`config.mk`:
```
export PLATFORM = sky130hd
export DESIGN_NAME = control_multicycle
export DESIGN_NICKNAME = d
export VERILOG_FILES = /design/src/rtl/control_multicycle_pkg.sv /design/src/rtl/control_multicycle_opcode_class_decoder.sv /design/src/rtl/control_multicycle.sv
export SDC_FILE = /design/constraint.sdc
export NUM_CORES = 1
export LEC_CHECK = 0
export CAP_MARGIN = 15
export CORE_MARGIN = 8
export CORE_UTILIZATION = 37
export DETAILED_ROUTE_END_ITERATION = 12
export GPL_TIMING_DRIVEN = 0
export HOLD_SLACK_MARGIN = 0.06
export PLACE_DENSITY = 0.76
export SYNTH_ARGS = -nofsm -noshare
export SYNTH_HDL_FRONTEND = slang
export SYNTH_SLANG_ARGS = --single-unit
```
`constraint.sdc`:
```
create_clock -name clock -period 1.3 [get_ports clock]
set_input_delay 0.26 -clock clock [delete_from_list [all_inputs] [get_ports clock]]
set_output_delay 0.26 -clock clock [all_outputs]
set_load 0.05 [all_outputs]
```
`src/rtl/control_multicycle_pkg.sv`:
```
// Shared definitions for the RV64I multicycle core: opcodes, FSM state
// encodings and the datapath select encodings driven by the control FSM.
package control_multicycle_pkg;

  localparam logic [6:0] OPCODE_LOAD      = 7'b0000011;
  localparam logic [6:0] OPCODE_MISC_MEM  = 7'b0001111;
  localparam logic [6:0] OPCODE_OP_IMM    = 7'b0010011;
  localparam logic [6:0] OPCODE_AUIPC     = 7'b0010111;
  localparam logic [6:0] OPCODE_OP_IMM_32 = 7'b0011011;
  localparam logic [6:0] OPCODE_STORE     = 7'b0100011;
  localparam logic [6:0] OPCODE_OP        = 7'b0110011;
  localparam logic [6:0] OPCODE_LUI       = 7'b0110111;
  localparam logic [6:0] OPCODE_OP_32     = 7'b0111011;
  localparam logic [6:0] OPCODE_BRANCH    = 7'b1100011;
  localparam logic [6:0] OPCODE_JALR      = 7'b1100111;
  localparam logic [6:0] OPCODE_JAL       = 7'b1101111;
  localparam logic [6:0] OPCODE_SYSTEM    = 7'b1110011;

  typedef enum logic [3:0] {
    S_FETCH     = 4'd0,
    S_DECODE    = 4'd1,
    S_EXEC_R    = 4'd2,
    S_EXEC_I    = 4'd3,
    S_EXEC_LUI  = 4'd4,
    S_ALU_WB    = 4'd5,
    S_MEM_ADDR  = 4'd6,
    S_LOAD_ACC  = 4'd7,
    S_LOAD_WB   = 4'd8,
    S_STORE_ACC = 4'd9,
    S_BRANCH    = 4'd10,
    S_JAL       = 4'd11,
    S_JALR      = 4'd12
  } state_t;

  localparam logic [2:0] M2R_ALU_OUT  = 3'b000;
  localparam logic [2:0] M2R_MEM_DATA = 3'b001;
  localparam logic [2:0] M2R_PC       = 3'b010;

  localparam logic [1:0] ALU_OP_ADD    = 2'b00;
  localparam logic [1:0] ALU_OP_BRANCH = 2'b01;
  localparam logic [1:0] ALU_OP_RTYPE  = 2'b10;
  localparam logic [1:0] ALU_OP_ITYPE  = 2'b11;

  localparam logic [1:0] SRC_A_RS1    = 2'b00;
  localparam logic [1:0] SRC_A_PC     = 2'b01;
  localparam logic [1:0] SRC_A_OLD_PC = 2'b10;
  localparam logic [1:0] SRC_A_ZERO   = 2'b11;

  localparam logic [1:0] SRC_B_RS2  = 2'b00;
  localparam logic [1:0] SRC_B_IMM  = 2'b01;
  localparam logic [1:0] SRC_B_FOUR = 2'b10;

  localparam logic [1:0] PC_SRC_ALU_RESULT = 2'b00;
  localparam logic [1:0] PC_SRC_ALU_OUT    = 2'b01;
  localparam logic [1:0] PC_SRC_JALR       = 2'b10;

  typedef struct packed {
    logic       pc_write_en;
    logic       branch_en;
    logic       ir_write_en;
    logic       inst_or_data;
    logic       mem_read_en;
    logic       mem_write_en;
    logic       regfile_write_en;
    logic [2:0] mem_to_reg_sel;
    logic [1:0] alu_op;
    logic [1:0] alu_src_a_sel;
    logic [1:0] alu_src_b_sel;
    logic [1:0] pc_src_sel;
    logic       illegal_inst;
  } ctrl_t;

  localparam ctrl_t CTRL_IDLE = '0;

  function automatic logic is_load(input logic [6:0] opcode);
    return opcode == OPCODE_LOAD;
  endfunction

endpackage

```
`src/rtl/control_multicycle_opcode_class_decoder.sv`:
```
// Maps the IR opcode to the state that follows DECODE and flags opcodes
// the core does not implement.
module opcode_class_decoder
  import control_multicycle_pkg::*;
#(
  parameter bit SYSTEM_AS_NOP = 1'b0
) (
  input  logic [6:0] opcode,
  output state_t     next_state,
  output logic       illegal
);

  // Fence and SYSTEM simply retire by going back to FETCH.
  always_comb begin
    next_state = S_FETCH;
    illegal    = 1'b0;
    case (opcode)
      OPCODE_OP, OPCODE_OP_32:         next_state = S_EXEC_R;
      OPCODE_OP_IMM, OPCODE_OP_IMM_32: next_state = S_EXEC_I;
      OPCODE_LOAD, OPCODE_STORE:       next_state = S_MEM_ADDR;
      OPCODE_BRANCH:                   next_state = S_BRANCH;
      OPCODE_JAL:                      next_state = S_JAL;
      OPCODE_JALR:                     next_state = S_JALR;
      OPCODE_LUI:                      next_state = S_EXEC_LUI;
      OPCODE_AUIPC:                    next_state = S_ALU_WB;
      OPCODE_MISC_MEM:                 next_state = S_FETCH;
      OPCODE_SYSTEM:                   illegal = !SYSTEM_AS_NOP;
      default:                         illegal = 1'b1;
    endcase
  end

endmodule

```
`src/rtl/control_multicycle.sv`:
```
// Main control FSM of the RV64I multicycle core: sequences the shared ALU,
// the unified memory port and the register file across several cycles.
module control_multicycle
  import control_multicycle_pkg::*;
#(
  parameter bit SYSTEM_AS_NOP = 1'b0
) (
  input  logic       clock,
  input  logic       reset,
  input  logic [6:0] inst_opcode,
  input  logic       mem_ready,
  output logic       pc_write_en,
  output logic       branch_en,
  output logic       ir_write_en,
  output logic       inst_or_data,
  output logic       mem_read_en,
  output logic       mem_write_en,
  output logic       regfile_write_en,
  output logic [2:0] mem_to_reg_sel,
  output logic [1:0] alu_op,
  output logic [1:0] alu_src_a_sel,
  output logic [1:0] alu_src_b_sel,
  output logic [1:0] pc_src_sel,
  output logic       illegal_inst,
  output logic [3:0] state_dbg
);

  state_t state;
  state_t decode_next;
  logic   decode_illegal;
  ctrl_t  ctrl;

  opcode_class_decoder #(
    .SYSTEM_AS_NOP(SYSTEM_AS_NOP)
  ) u_opcode_class_decoder (
    .opcode    (inst_opcode),
    .next_state(decode_next),
    .illegal   (decode_illegal)
  );

  // Single-cycle states and any unreachable encoding all fall back to FETCH.
  always_ff @(posedge clock) begin
    if (reset) begin
      state <= S_FETCH;
    end else begin
      case (state)
        S_FETCH:     if (mem_ready) state <= S_DECODE;
        S_DECODE:    state <= decode_next;
        S_EXEC_R:    state <= S_ALU_WB;
        S_EXEC_I:    state <= S_ALU_WB;
        S_EXEC_LUI:  state <= S_ALU_WB;
        S_MEM_ADDR:  state <= is_load(inst_opcode) ? S_LOAD_ACC : S_STORE_ACC;
        S_LOAD_ACC:  if (mem_ready) state <= S_LOAD_WB;
        S_STORE_ACC: if (mem_ready) state <= S_FETCH;
        default:     state <= S_FETCH;
      endcase
    end
  end

  // Moore decode; only the FETCH-cycle IR/PC latch waits on mem_ready.
  always_comb begin
    ctrl = CTRL_IDLE;
    if (!reset) begin
      case (state)
        S_FETCH: begin
          ctrl.mem_read_en   = 1'b1;
          ctrl.inst_or_data  = 1'b0;
          ctrl.alu_src_a_sel = SRC_A_PC;
          ctrl.alu_src_b_sel = SRC_B_FOUR;
          ctrl.alu_op        = ALU_OP_ADD;
          ctrl.pc_src_sel    = PC_SRC_ALU_RESULT;
          ctrl.ir_write_en   = mem_ready;
          ctrl.pc_write_en   = mem_ready;
        end
        S_DECODE: begin
          ctrl.alu_src_a_sel = SRC_A_OLD_PC;
          ctrl.alu_src_b_sel = SRC_B_IMM;
          ctrl.alu_op        = ALU_OP_ADD;
          ctrl.illegal_inst  = decode_illegal;
        end
        S_EXEC_R: begin
          ctrl.alu_src_a_sel = SRC_A_RS1;
          ctrl.alu_src_b_sel = SRC_B_RS2;
          ctrl.alu_op        = ALU_OP_RTYPE;
        end
        S_EXEC_I: begin
          ctrl.alu_src_a_sel = SRC_A_RS1;
          ctrl.alu_src_b_sel = SRC_B_IMM;
          ctrl.alu_op        = ALU_OP_ITYPE;
        end
        S_EXEC_LUI: begin
          ctrl.alu_src_a_sel = SRC_A_ZERO;
          ctrl.alu_src_b_sel = SRC_B_IMM;
          ctrl.alu_op        = ALU_OP_ADD;
        end
        S_ALU_WB: begin
          ctrl.regfile_write_en = 1'b1;
          ctrl.mem_to_reg_sel   = M2R_ALU_OUT;
        end
        S_MEM_ADDR: begin
          ctrl.alu_src_a_sel = SRC_A_RS1;
          ctrl.alu_src_b_sel = SRC_B_IMM;
          ctrl.alu_op        = ALU_OP_ADD;
        end
        S_LOAD_ACC: begin
          ctrl.mem_read_en  = 1'b1;
          ctrl.inst_or_data = 1'b1;
        end
        S_LOAD_WB: begin
          ctrl.regfile_write_en = 1'b1;
          ctrl.mem_to_reg_sel   = M2R_MEM_DATA;
        end
        S_STORE_ACC: begin
          ctrl.mem_write_en = 1'b1;
          ctrl.inst_or_data = 1'b1;
        end
        S_BRANCH: begin
          ctrl.alu_src_a_sel = SRC_A_RS1;
          ctrl.alu_src_b_sel = SRC_B_RS2;
          ctrl.alu_op        = ALU_OP_BRANCH;
          ctrl.branch_en     = 1'b1;
          ctrl.pc_src_sel    = PC_SRC_ALU_OUT;
        end
        // The register file sees the PC before this edge, i.e. old_pc+4.
        S_JAL: begin
          ctrl.pc_write_en      = 1'b1;
          ctrl.pc_src_sel       = PC_SRC_ALU_OUT;
          ctrl.regfile_write_en = 1'b1;
          ctrl.mem_to_reg_sel   = M2R_PC;
        end
        S_JALR: begin
          ctrl.alu_src_a_sel    = SRC_A_RS1;
          ctrl.alu_src_b_sel    = SRC_B_IMM;
          ctrl.alu_op           = ALU_OP_ADD;
          ctrl.pc_write_en      = 1'b1;
          ctrl.pc_src_sel       = PC_SRC_JALR;
          ctrl.regfile_write_en = 1'b1;
          ctrl.mem_to_reg_sel   = M2R_PC;
        end
        default: ctrl = CTRL_IDLE;
      endcase
    end
  end

  assign pc_write_en      = ctrl.pc_write_en;
  assign branch_en        = ctrl.branch_en;
  assign ir_write_en      = ctrl.ir_write_en;
  assign inst_or_data     = ctrl.inst_or_data;
  assign mem_read_en      = ctrl.mem_read_en;
  assign mem_write_en     = ctrl.mem_write_en;
  assign regfile_write_en = ctrl.regfile_write_en;
  assign mem_to_reg_sel   = ctrl.mem_to_reg_sel;
  assign alu_op           = ctrl.alu_op;
  assign alu_src_a_sel    = ctrl.alu_src_a_sel;
  assign alu_src_b_sel    = ctrl.alu_src_b_sel;
  assign pc_src_sel       = ctrl.pc_src_sel;
  assign illegal_inst     = ctrl.illegal_inst;
  assign state_dbg        = reset ? 4'd0 : 4'(state);

endmodule

```
==> implementation parameters, run 1 <==
Parameter                              Value

Floorplanning
  Boundary Pins    33
  Die height    60.1 um
  Total number of placement rows    16
  Starting utilization of the core area    37.8%
  Die X    60.1 um

Synthesis
  Synth top cells by count    10 x sky130_fd_sc_hd__a21oi_1, 9 x sky130_fd_sc_hd__nor2_1, 9 x sky130_fd_sc_hd__nor3_1
  Synth area leaders    sky130_fd_sc_hd__dfxtp_1 11%, sky130_fd_sc_hd__a21oi_1 7.0%, sky130_fd_sc_hd__nor3_1 6.3%
  Post-synth EDFFs    0
  Post-synthesis net count    120
  Post-synthesis register bit count    4
  Area share of the leading cell type in the synthesized netlist    11.1%
  Proportion of synthesized chip area in sequential cells    11.1%
  Async SR Flop Fraction    0%
  Number of distinct library cells after synthesis    44
  Count leader, synth    sky130_fd_sc_hd__a21oi_1
  Cell type with the highest aggregate area in the netlist    sky130_fd_sc_hd__dfxtp_1
  Most used flip-flop cell after synthesis    sky130_fd_sc_hd__dfxtp_1
  Syn Area/Cell    6.54 sq um
  Post-Syn Instances    110
  Cell Area, Synth    719 sq um
  Number of warnings reported in the yosys synthesis log    0

Clocking
  Number of buffers added by the clock tree synthesis step    3
  Cell at the root of the clock tree    sky130_fd_sc_hd__clkbuf_4
  Maximum number of buffers from clock root to sink    2
  Number of hold-repair buffers added at the cts stage    0
  CTS H-tree depth    1
  Number of sinks on the clock net    4

Outcome
  Status    aborted with a tool error
  Exit stage    global routing
  Stop err    [ERROR DPL-0033] detailed placement checks failed during check placement.

Placed design
  Post-detailed-placement half-perimeter wirelength    1820 um
  Final RePlAce weighted congestion    0.862
  Number of buffers added on ports    30
  Placed standard-cell area    1220 sq um

Timing
  Worst endpoint type    primary output
  Last reported worst endpoint of the global-route repair pass    pc_write_en

Global routing
  Number of antenna violations at the first check in global routing    0
  Maximum number of pins on one net before global-route repair    11
per-stage QoR:
step                      hold WS, ns  instances  TNS (ns)  utilization (%)  setup WS (ns)
after detailed placement        0.630        167    -27.10             64.4          -1.46
after CTS                       0.385        194     -8.28             86.4         -0.549
after floorplan                 0.445        110     -8.22                -         -0.961
after global placement          0.633        167    -26.62             64.4          -1.43
kinds of logic after synthesis:
| group | share of synthesized area (%) |
|---|---|
| other cells | 0.521 |
| compound gates | 25.4 |
| xor+xnor | 1.22 |
| flops | 11.1 |
| buf+inv | 10.1 |
| mux | 2.96 |
| simple gates | 48.7 |
repair_timing:
item | in CTS
hold endpoints to repair | 0
buffers inserted | 24
resized for setup | 214
setup endpoints to repair | 26
pin swaps | 8
==> run 2: changes to the inputs <==
--- a/config.mk
+++ b/config.mk
@@ -6,12 +6,11 @@
 export NUM_CORES = 1
 export LEC_CHECK = 0
 export CAP_MARGIN = 15
-export CORE_MARGIN = 8
-export CORE_UTILIZATION = 37
+export CORE_AREA = 8 8 69 71
 export DETAILED_ROUTE_END_ITERATION = 12
+export DIE_AREA = 0 0 77 79
 export GPL_TIMING_DRIVEN = 0
-export HOLD_SLACK_MARGIN = 0.06
-export PLACE_DENSITY = 0.76
+export PLACE_DENSITY_LB_ADDON = 0.15
 export SYNTH_ARGS = -nofsm -noshare
 export SYNTH_HDL_FRONTEND = slang
 export SYNTH_SLANG_ARGS = --single-unit
==> constraint.sdc (replaced) <==
create_clock -name clock -period 1.7 [get_ports clock]
set_input_delay 0.34 -clock clock [delete_from_list [all_inputs] [get_ports clock]]
set_output_delay 0.34 -clock clock [all_outputs]
set_load 0.05 [all_outputs]
==> run 2 against run 1 <==
  * The flow now finishes, with violations (setup timing)
  * Synthesized cell count is the same
  * Synthesized area is the same
==> implementation parameters, run 2 <==
Parameter                              Value

Clocking
  Number of hold-repair buffers added at the cts stage    0
  Source-to-sink clock delay at the later pin of the worst-skew pair    0.21 ns
  CTS tree    built
  Number of buffers added by the clock tree synthesis step    3
  Clock Pin Slew Worst Setup and Hold Paths    0.03 ns
  Cell at the root of the clock tree    sky130_fd_sc_hd__clkbuf_8
  CTS H-tree depth    1
  Number of sinks on the clock net    4
  Maximum number of buffers from clock root to sink    2

Synthesis
  Cell type with the highest aggregate area in the netlist    sky130_fd_sc_hd__dfxtp_1
  Syn Area/Cell    6.54 sq um
  Area share of the leading cell type in the synthesized netlist    11.1%
  Cell Area, Synth    719 sq um
  Post-synth EDFFs    0
  Proportion of synthesized chip area in sequential cells    11.1%
  Post-synthesis net count    120
  Most used flip-flop cell after synthesis    sky130_fd_sc_hd__dfxtp_1
  Async SR Flop Fraction    0%
  Count leader, synth    sky130_fd_sc_hd__a21oi_1
  Post-synthesis register bit count    4
  Synth area leaders    sky130_fd_sc_hd__dfxtp_1 11%, sky130_fd_sc_hd__a21oi_1 7.0%, sky130_fd_sc_hd__nor3_1 6.3%
  Number of distinct library cells after synthesis    44
  Number of warnings reported in the yosys synthesis log    0
  Synth top cells by count    10 x sky130_fd_sc_hd__a21oi_1, 9 x sky130_fd_sc_hd__nor2_1, 9 x sky130_fd_sc_hd__nor3_1
  Post-Syn Instances    110

Route
  Starting DRC count in detailed routing    32
  Via count    983
  Final wirelength    2920 um
  Via density    4.68
  Post-route antenna net violation count    0
  Wire length per cell    13.9 um
  Remaining routing DRC violations    0
  Iteration count of the initial detailed-routing pass    4

Floorplanning
  Standard cell core area    3800 sq um
  Boundary Pins    33
  Die Footprint    6080 sq um
  Starting utilization of the core area    18.9%
  Die height    79 um
  Total number of placement rows    23
  Die X    77 um

Timing
  Setup WS post-layout    -0.144 ns
  RSZ-0062 raised after global routing    true
  Final worst path period need    1.84 ns
  Pins over their slew limit    0
  Number of hold violations in the final report    0
  Highest Clock Rate    542 MHz
  Hold_ws    0.506 ns
  Final cycle utilization of the critical path    108%
  Layout Skew    0.00326 ns
  Total setup violations reported at the end of the flow    8

Global routing
  Global Route Usage Sum    8.94%
  Global-route wire length before repair    4580 um
  Maximum number of pins on one net before global-route repair    11
  Grt ovf    0
  Via count of the first global-routing pass    920
  Number of antenna violations at the first check in global routing    0

Power
  Flop pwr share    17.3%
  Switching power total    0.202 mW
  Power density over cell area    368 nW/um^2
  Gate power share    48.4%
  Switching Share    35.6%
  IR drop worst, VDD    0.000218 V
  Cell leakage power    0.629 nW
  Total power after layout    0.568 mW
  Share of power burned in the clock network    34.4%
  Cell internal power dissipation    0.366 mW

Worst setup path
  Data arrival at the endpoint of the critical path    1.50 ns
  Buf+Inv Stages, Crit Path    2
  Slowest stage cell, crit path    sky130_fd_sc_hd__dfxtp_4
  Required @ worst endpoint    1.36 ns
  Critical path type    reg -> out
  Count of cells along the worst register-to-register path    7
  Delay of the slowest cell on the worst path    0.35 ns
  Count of cell instances traversed by the critical path    6
  Crit-path max FO    5
  Critical path cell sequence    or2_1, buf_6, nor4_4, and2_4, or2_4, buf_8
  Startpoint type of the worst setup path    register
  Kind of end point of the critical path    primary output
  Largest delay contributor family on the critical path    simple AND/OR/NAND/NOR gates

Cells and area
  Most common cell after layout, fill and taps aside    sky130_fd_sc_hd__buf_4
  Highest-count cells in the layout ignoring fill and taps    18 x sky130_fd_sc_hd__buf_4, 14 x sky130_fd_sc_hd__buf_6, 7 x sky130_fd_sc_hd__nand3_1
  Ratio of cells with drive above 1 in the final layout    62.5%
  Post-route core utilization    40.6%
  Number of diodes added for antenna fixing    0
  Biggest regs    state (4)
  Nets    172
  Signed area change from the synthesized netlist to the final layout    114%
  Largest register by flop count    state
  Largest register FFs    4

Outcome
  Failing checks    setup timing
  Status    finished, violations left

Job
  Max-cap viol count    0

Min path
  Worst min-delay path class    in -> reg
  Number of cells on the worst hold path    3

Placed design
  Post-detailed-placement half-perimeter wirelength    2000 um
  Number of buffers added on ports    30
  Final RePlAce weighted congestion    0.797
run 2: cell counts after synthesis:
Identical to the previous run, type by type.
run 2: power groups by stage:
stage | Clock, mW | Combinational [mW] | Sequential (mW)
floorplan | 0 | 0.146 | 0.0996
global placement | 0 | 0.217 | 0.0999
detailed placement | 0 | 0.218 | 0.100
CTS | 0.202 | 0.244 | 0.0997
global route | 0.211 | 0.293 | 0.0983
finish | 0.195 | 0.274 | 0.0980
run 2: layout make-up:
type,instances,area (sq um)
Sequential cell,4,88.8
Timing Repair Buffer,48,447
Tap cell,50,62.6
Clock buffer,3,41.3
Fill cell,407,2260
Inverter,3,11.3
Multi-Input combinational cell,92,758
Buffer,10,133
run 2: repair_timing:
item,4_1_cts,5_1_grt
gates cloned,0,1
setup endpoints to repair,25,20
gates resized for setup,176,44
buffers inserted,8,11
pin swaps,5,6
run 2: through the flow:
stage | area (sq um) | setup WS [ns] | instances | setup TNS, ns
2_1_floorplan | 822 | -0.641 | 110 | -3.54
3_3_place_gp | 1180 | -1.50 | 190 | -23.33
3_5_place_dp | 1180 | -1.52 | 190 | -23.41
4_1_cts | 1360 | -0.205 | 201 | -0.924
5_1_grt | 1540 | -0.221 | 210 | -0.997
6_report | 1540 | -0.144 | 210 | -0.511
run 2: kinds of logic after synthesis:
logic type	count (synthesis)	share of synthesized area, %
mux	2	2.96
xor+xnor	1	1.22
buf+inv	14	10.1
flops	4	11.1
simple gates	60	48.7
other cells	1	0.521
compound gates	28	25.4
run 2: path summary, 6_finish.rpt:
| kind | startpoint | to | slack, ns |
|---|---|---|---|
| setup reg to reg | state[3] | state[2] | 0.24 |
| setup / recovery | state[3] | pc_write_en | -0.14 |
| hold reg to reg | state[3] | state[0] | 0.74 |
| hold / removal | inst_opcode[4] | state[2] | 0.51 |
run 2: layer usage:
layer,wire length (um),part of all wire (%),global-route usage (%),vias to the layer above
li1,-,-,-,491
met5,0,0,0,-
met1,1280,44,10.6,465
met4,0,0,1.13,0
met3,161,5.5,2.71,0
met2,1480,51,16.0,27
run 2: worst register-to-register path, stage by stage (launching register included):
cell                       delay (ns)
sky130_fd_sc_hd__dfxtp_4         0.35
sky130_fd_sc_hd__or2_1           0.24
sky130_fd_sc_hd__buf_6           0.14
sky130_fd_sc_hd__buf_4           0.13
sky130_fd_sc_hd__buf_4           0.13
sky130_fd_sc_hd__a211oi_1        0.20
sky130_fd_sc_hd__o21ai_0         0.12
sky130_fd_sc_hd__nand3_1         0.09
No activity file was read; power rests on OpenSTA's default activity.
==> run 3: changes to the inputs <==
==> constraint.sdc (replaced) <==
create_clock -name clock -period 1.5 [get_ports clock]
set_input_delay 0.3 -clock clock [delete_from_list [all_inputs] [get_ports clock]]
set_output_delay 0.3 -clock clock [all_outputs]
set_load 0.05 [all_outputs]
==> run 3 against run 2 <==
  * Worst setup slack worse by 0.20 ns
  * Die area did not move
  * Hold slack got worse by 0.046 ns
  * Critical path depth is the same
  * Clock power up 15%
  * Critical path type unchanged
  * Global-route usage up 0.69 points
  * Wire length rose by 11%
  * Via count increased by 9.2%
  * Non-clock buffer count grew 20
  * The run still ends with setup timing left
  * Clock skew is 0.0022 ns lower
  * Register-to-register slack got worse by 0.28 ns
==> implementation parameters, run 3 (synthesis gave the netlist of run 2 again) <==
Parameter                              Value

Worst setup path
  Startpoint type of the worst setup path    register
  Count of cells along the worst register-to-register path    9
  Largest delay contributor family on the critical path    simple AND/OR/NAND/NOR gates
  Slowest stage cell, crit path    sky130_fd_sc_hd__dfxtp_4
  Critical path endpoint    regfile_write_en
  Launch instance of the worst register-to-register path    state[2]
  Count of cell instances traversed by the critical path    6
  Critical path type    reg -> out
  Delay of the slowest cell on the worst path    0.34 ns
  Critical path cell sequence    buf_4, and2b_4, a21oi_2, o22a_1, nor2_4, buf_6
  Kind of end point of the critical path    primary output
  Worst flop-to-flop path endpoint    state[3]
  Crit-path max FO    3
  Slack of the worst reg-to-reg path    -0.04 ns
  Crit path from    state[3]
  Data arrival at the endpoint of the critical path    1.55 ns
  Required @ worst endpoint    1.20 ns
  Buf+Inv Stages, Crit Path    2

Cells and area
  Number of diodes added for antenna fixing    0
  Largest register by flop count    state
  Biggest regs    state (4)
  Ratio of cells with drive above 1 in the final layout    68.3%
  Final cell count without fillers    230
  Highest-count cells in the layout ignoring fill and taps    34 x sky130_fd_sc_hd__buf_6, 25 x sky130_fd_sc_hd__buf_4, 7 x sky130_fd_sc_hd__nor2_4
  Signed area change from the synthesized netlist to the final layout    161%
  Largest register FFs    4
  Most common cell after layout, fill and taps aside    sky130_fd_sc_hd__buf_6
  Nets    192

Outcome
  Status    finished, violations left
  Failing checks    setup timing

Route
  Iteration count of the initial detailed-routing pass    4
  Starting DRC count in detailed routing    43
  Remaining routing DRC violations    0
  Post-route antenna net violation count    0
  Via count    1,073
  Via density    4.67
  Wire length per cell    14.1 um
  Final wirelength    3240 um

Floorplanning
  Die Footprint    6080 sq um
  Total number of placement rows    23
  Starting utilization of the core area    18.9%
  Die X    77 um
  Die height    79 um
  Standard cell core area    3800 sq um
  Boundary Pins    33

Global routing
  Via count of the first global-routing pass    1,032
  Number of antenna violations at the first check in global routing    0
  Global-route wire length before repair    4940 um
  Global Route Usage Sum    9.64%
  Maximum number of pins on one net before global-route repair    11
  Grt ovf    0

Clocking
  Number of buffers added by the clock tree synthesis step    3
  CTS tree    built
  Number of sinks on the clock net    4
  Cell at the root of the clock tree    sky130_fd_sc_hd__clkbuf_8
  Number of hold-repair buffers added at the cts stage    0
  Clock Pin Slew Worst Setup and Hold Paths    0.03 ns
  CTS H-tree depth    1
  Source-to-sink clock delay at the later pin of the worst-skew pair    0.21 ns
  Maximum number of buffers from clock root to sink    2

Timing
  Layout Skew    0.00109 ns
  TNS Setup    -3.72 ns
  Number of hold violations in the final report    0
  Pins over their slew limit    0
  Highest Clock Rate    541 MHz
  Hold_ws    0.460 ns
  RSZ-0062 raised after global routing    true
  Final cycle utilization of the critical path    123%
  Final worst path period need    1.85 ns
  Setup WS post-layout    -0.347 ns
  Total setup violations reported at the end of the flow    21

Placed design
  Dpl ws    -1.41 ns
  Number of buffers added on ports    30
  Cell count after placement    190
  Post-detailed-placement half-perimeter wirelength    2070 um
  Final RePlAce weighted congestion    0.800

Power
  Cell leakage power    0.753 nW
  Power density over cell area    371 nW/um^2
  IR drop worst, VDD    0.000253 V
  Total power after layout    0.697 mW

Job
  Max-cap viol count    0

Min path
  Worst min-delay path class    in -> reg
==> run 3: cell count changes in the layout (fill, tap and decap cells not counted), sizes merged <==
cell           previous run  this run
clkbuf                   10         6
buf                      47        67
dlygate4sd2               0         1
clkdlybuf4s15             1         4
==> run 3: worst min-delay path by stage <==
stage / endpoint / start / cells past startpoint / slack [ns]
2_1_floorplan: state[2] / inst_opcode[3] / 2 / 0.48
3_3_place_gp: state[0] / state[3] / 3 / 0.67
3_5_place_dp: state[0] / state[3] / 3 / 0.67
4_1_cts: state[2] / inst_opcode[4] / 3 / 0.46
5_1_grt: state[2] / inst_opcode[4] / 3 / 0.48
6_report: state[2] / inst_opcode[4] / 3 / 0.46
==> run 3: tightest hold or removal path, cell delays in order <==
cell and delay (ns):
sky130_fd_sc_hd__buf_6 0.11, sky130_fd_sc_hd__a2111o_1 0.14, sky130_fd_sc_hd__nand3_1 0.07
==> run 3: final cells by class <==
class | instances | area, sq um
multi-input cells | 92 | 826
clock buffers | 3 | 41.3
fillers | 373 | 1920
well taps | 50 | 62.6
repair buffers | 68 | 694
flip-flops and latches | 4 | 90.1
inverters | 3 | 11.3
plain buffers | 10 | 151
==> run 3: repair_timing <==
item,4_1_cts,5_1_grt
gates resized for setup,194,40
buffers inserted,20,19
pin swaps,11,10
hold endpoints to repair,0,0
endpoints found under the setup margin,26,23
==> run 3: per-stage QoR <==
step / util [%] / area [sq um]
4_1_cts: 42.3 / 1610
3_5_place_dp: 33.3 / 1260
5_1_grt: 49.4 / 1880
2_1_floorplan: - / 901
6_report: 49.4 / 1880
3_3_place_gp: 33.3 / 1260
==> run 3: metal layers <==
| layer | up-vias | GRT usage [%] | share of wire, % |
|---|---|---|---|
| met4 | 0 | 2.26 | 1.2 |
| met5 | - | 0 | 0 |
| met3 | 4 | 2.48 | 5.2 |
| met2 | 31 | 17.9 | 52 |
| met1 | 501 | 10.7 | 41 |
| li1 | 537 | - | - |
==> run 3: power breakdown <==
part / internal [mW] / total [mW] / switching, mW
Clock: 0.171 / 0.224 / 0.0531
Sequential: 0.108 / 0.110 / 0.00204
Combinational: 0.172 / 0.363 / 0.192
==> edit: new RTL, flow settings as in run 3 <==
`SYSTEM_AS_NOP` is set to 1'b0 in 2 places; all go to 1'b1.
--- a/src/rtl/control_multicycle_opcode_class_decoder.sv
+++ b/src/rtl/control_multicycle_opcode_class_decoder.sv
@@ -5,3 +5,3 @@
 #(
-  parameter bit SYSTEM_AS_NOP = 1'b0
+  parameter bit SYSTEM_AS_NOP = 1'b1
 ) (
--- a/src/rtl/control_multicycle.sv
+++ b/src/rtl/control_multicycle.sv
@@ -5,3 +5,3 @@
 #(
-  parameter bit SYSTEM_AS_NOP = 1'b0
+  parameter bit SYSTEM_AS_NOP = 1'b1
 ) (
Function: changed (a bounded check fails within 4 cycles, from zero or initial values and one cycle with reset high).
==> edit against run 3 <==
The run still ends with negative setup slack left. Area after synthesis fell by 1.9%. Register-to-register slack better by 110 ps. Sequential cell count unchanged. Power shrank 3.7%. Worst setup slack improved by 64 ps. Non-clock buffer count is 11 lower. Cell count down 4.3%. Wire length shrank 0.31%. Final area shrank 5.5%. Critical endpoint is now illegal_inst. Highest routed layer unchanged.
==> edit: results (changes against run 3) <==
status: "complete, but fails checks"
failed_checks: "negative setup slack"
cp-end-kind: "output pin"
slowest_stage: "or3_4"
vias_per_cell: 4.73  # +1.3%
synth.yosys.seq_area_share: 0.113  # +0.00217
postRouteWirelength_um: 3230  # -0.31%
drive_gt1_frac: 0.706  # +0.0225
diodes: 0  # unchanged
p_leak_uw: 0.000694  # -7.9%
vdd_drop_max_uv: 170  # -33%
nFillCells: 372  # -0.27%
cts_buffers: 3  # unchanged
drt_first_pass_iters: 4  # unchanged
antenna_found_initial: 0  # unchanged
finClkSkew_ps: 6.42  # +5.33 ps
async_flop_share: 0  # unchanged
clk_pin_slew_ps: 30  # about the same
setup_viol: 17  # -19%
r2r_cells: 7  # -2
dp_hpwl_um: 2220  # +7.0%
grt_max_degree: 11  # unchanged
synth_area_leaders: "dfxtp_1, nor2_1, nor3_1"
holdPathStages: 3  # unchanged
gp_congestion: 0.761  # -4.9%
portBuffers: 28  # -6.7%
syn-num-nets: 122  # +1.7%
critical-path-max-stage-delay_ps: 360  # +20 ps
nNetsFinal: 182  # -5.2%
clock_path_buffers: 2  # unchanged
yosysWarnings: 0  # unchanged
ctsHtreeMaxLevel: 1  # unchanged
ys_types: 45  # +2.3%
cp.arrival_ps: 1480  # -70 ps
grt_pass1_wl_um: 5160  # +4.5%
clockRootBuffer: "clkbuf_8"
clk_latency_ps: 220
grt.total_usage: 0.103  # +0.00638
worst_slack_ps: -283  # +64.4 ps
path_max_fanout: 5  # +2
top_regs: "state: 4 flops"
first_iter_violations: 58  # +35%
hp-class: "primary input to register"
drc_errors: 0  # unchanged
synthTopCellsByCount: "nor2_1, nand2_1, nor3_1"
==> edit: changes by cell type after synthesis, sizes merged, moves of 4 or more <==
cell | run 3 | this run
o21ai | 6 | 2
clkbuf | 3 | 7
nand2 | 7 | 11
nor2 | 10 | 14
a21oi | 10 | 5
nand3 | 7 | 3
==> edit: path summary, 6_finish.rpt <==
kind	from	slack, ps	end
max	state[3]	-280	illegal_inst
min	inst_opcode[4]	530	state[0]
max reg2reg	state[3]	70	state[2]
min reg2reg	state[2]	660	state[2]
==> edit: critical path, delay by kind of cell, from the launching register on <==
kind	cells	cell delay [ps]
simple gates	2	460
buf+inv	2	260
flops	1	350
compound gates	1	190
==> edit: area by class of cell <==
cell class | instances | area share
multi-input cells | 90 | 0.486
repair buffers | 57 | 0.314
plain buffers | 10 | 0.0755
flip-flops and latches | 4 | 0.0522
well taps | 50 | 0.0353
clock buffers | 3 | 0.0233
inverters | 6 | 0.0141
==> edit: per-stage QoR <==
stage                     cell area [µm²]  power (µW)  setup TNS, ps  setup slack [ps]  cells
after floorplan                       947         300          -1130              -228    112
after global placement               1290         372         -23980             -1460    190
after detailed placement             1290         374         -23840             -1440    190
after CTS                            1620         653          -2860              -307    213
after global routing                 1770         708          -3680              -338    220
final                                1770         671          -2790              -283    220
==> edit: power by group <==
group          internal [µW]  switching, µW  total (µW)
clock                    171           61.4         233
sequential               105           3.84         109
combinational            146            183         329
==> edit: repair_timing <==
action | CTS | global route
hold endpoints to repair | 0 | 0
setup buffers | 21 | 8
pin swaps | 10 | 9
resized for setup | 202 | 29
endpoints found under the setup margin | 26 | 25
==> edit: cells by family after synthesis <==
logic type             Yosys count  share of synthesized area
buffers and inverters           18                      0.113
flip-flops                       4                      0.113
AND/OR/NAND/NOR                 61                      0.463
AO/OA/AOI/OAI                   25                      0.266
XOR/XNOR                         2                     0.0248
multiplexers                     1                     0.0142
other                            1                    0.00531
==> edit: per-layer routing <==
layer  global-route usage  wire (µm)
met1                0.124       1430
met2                0.180       1690
met3               0.0181         81
met4               0.0340         29
met5                    0          0
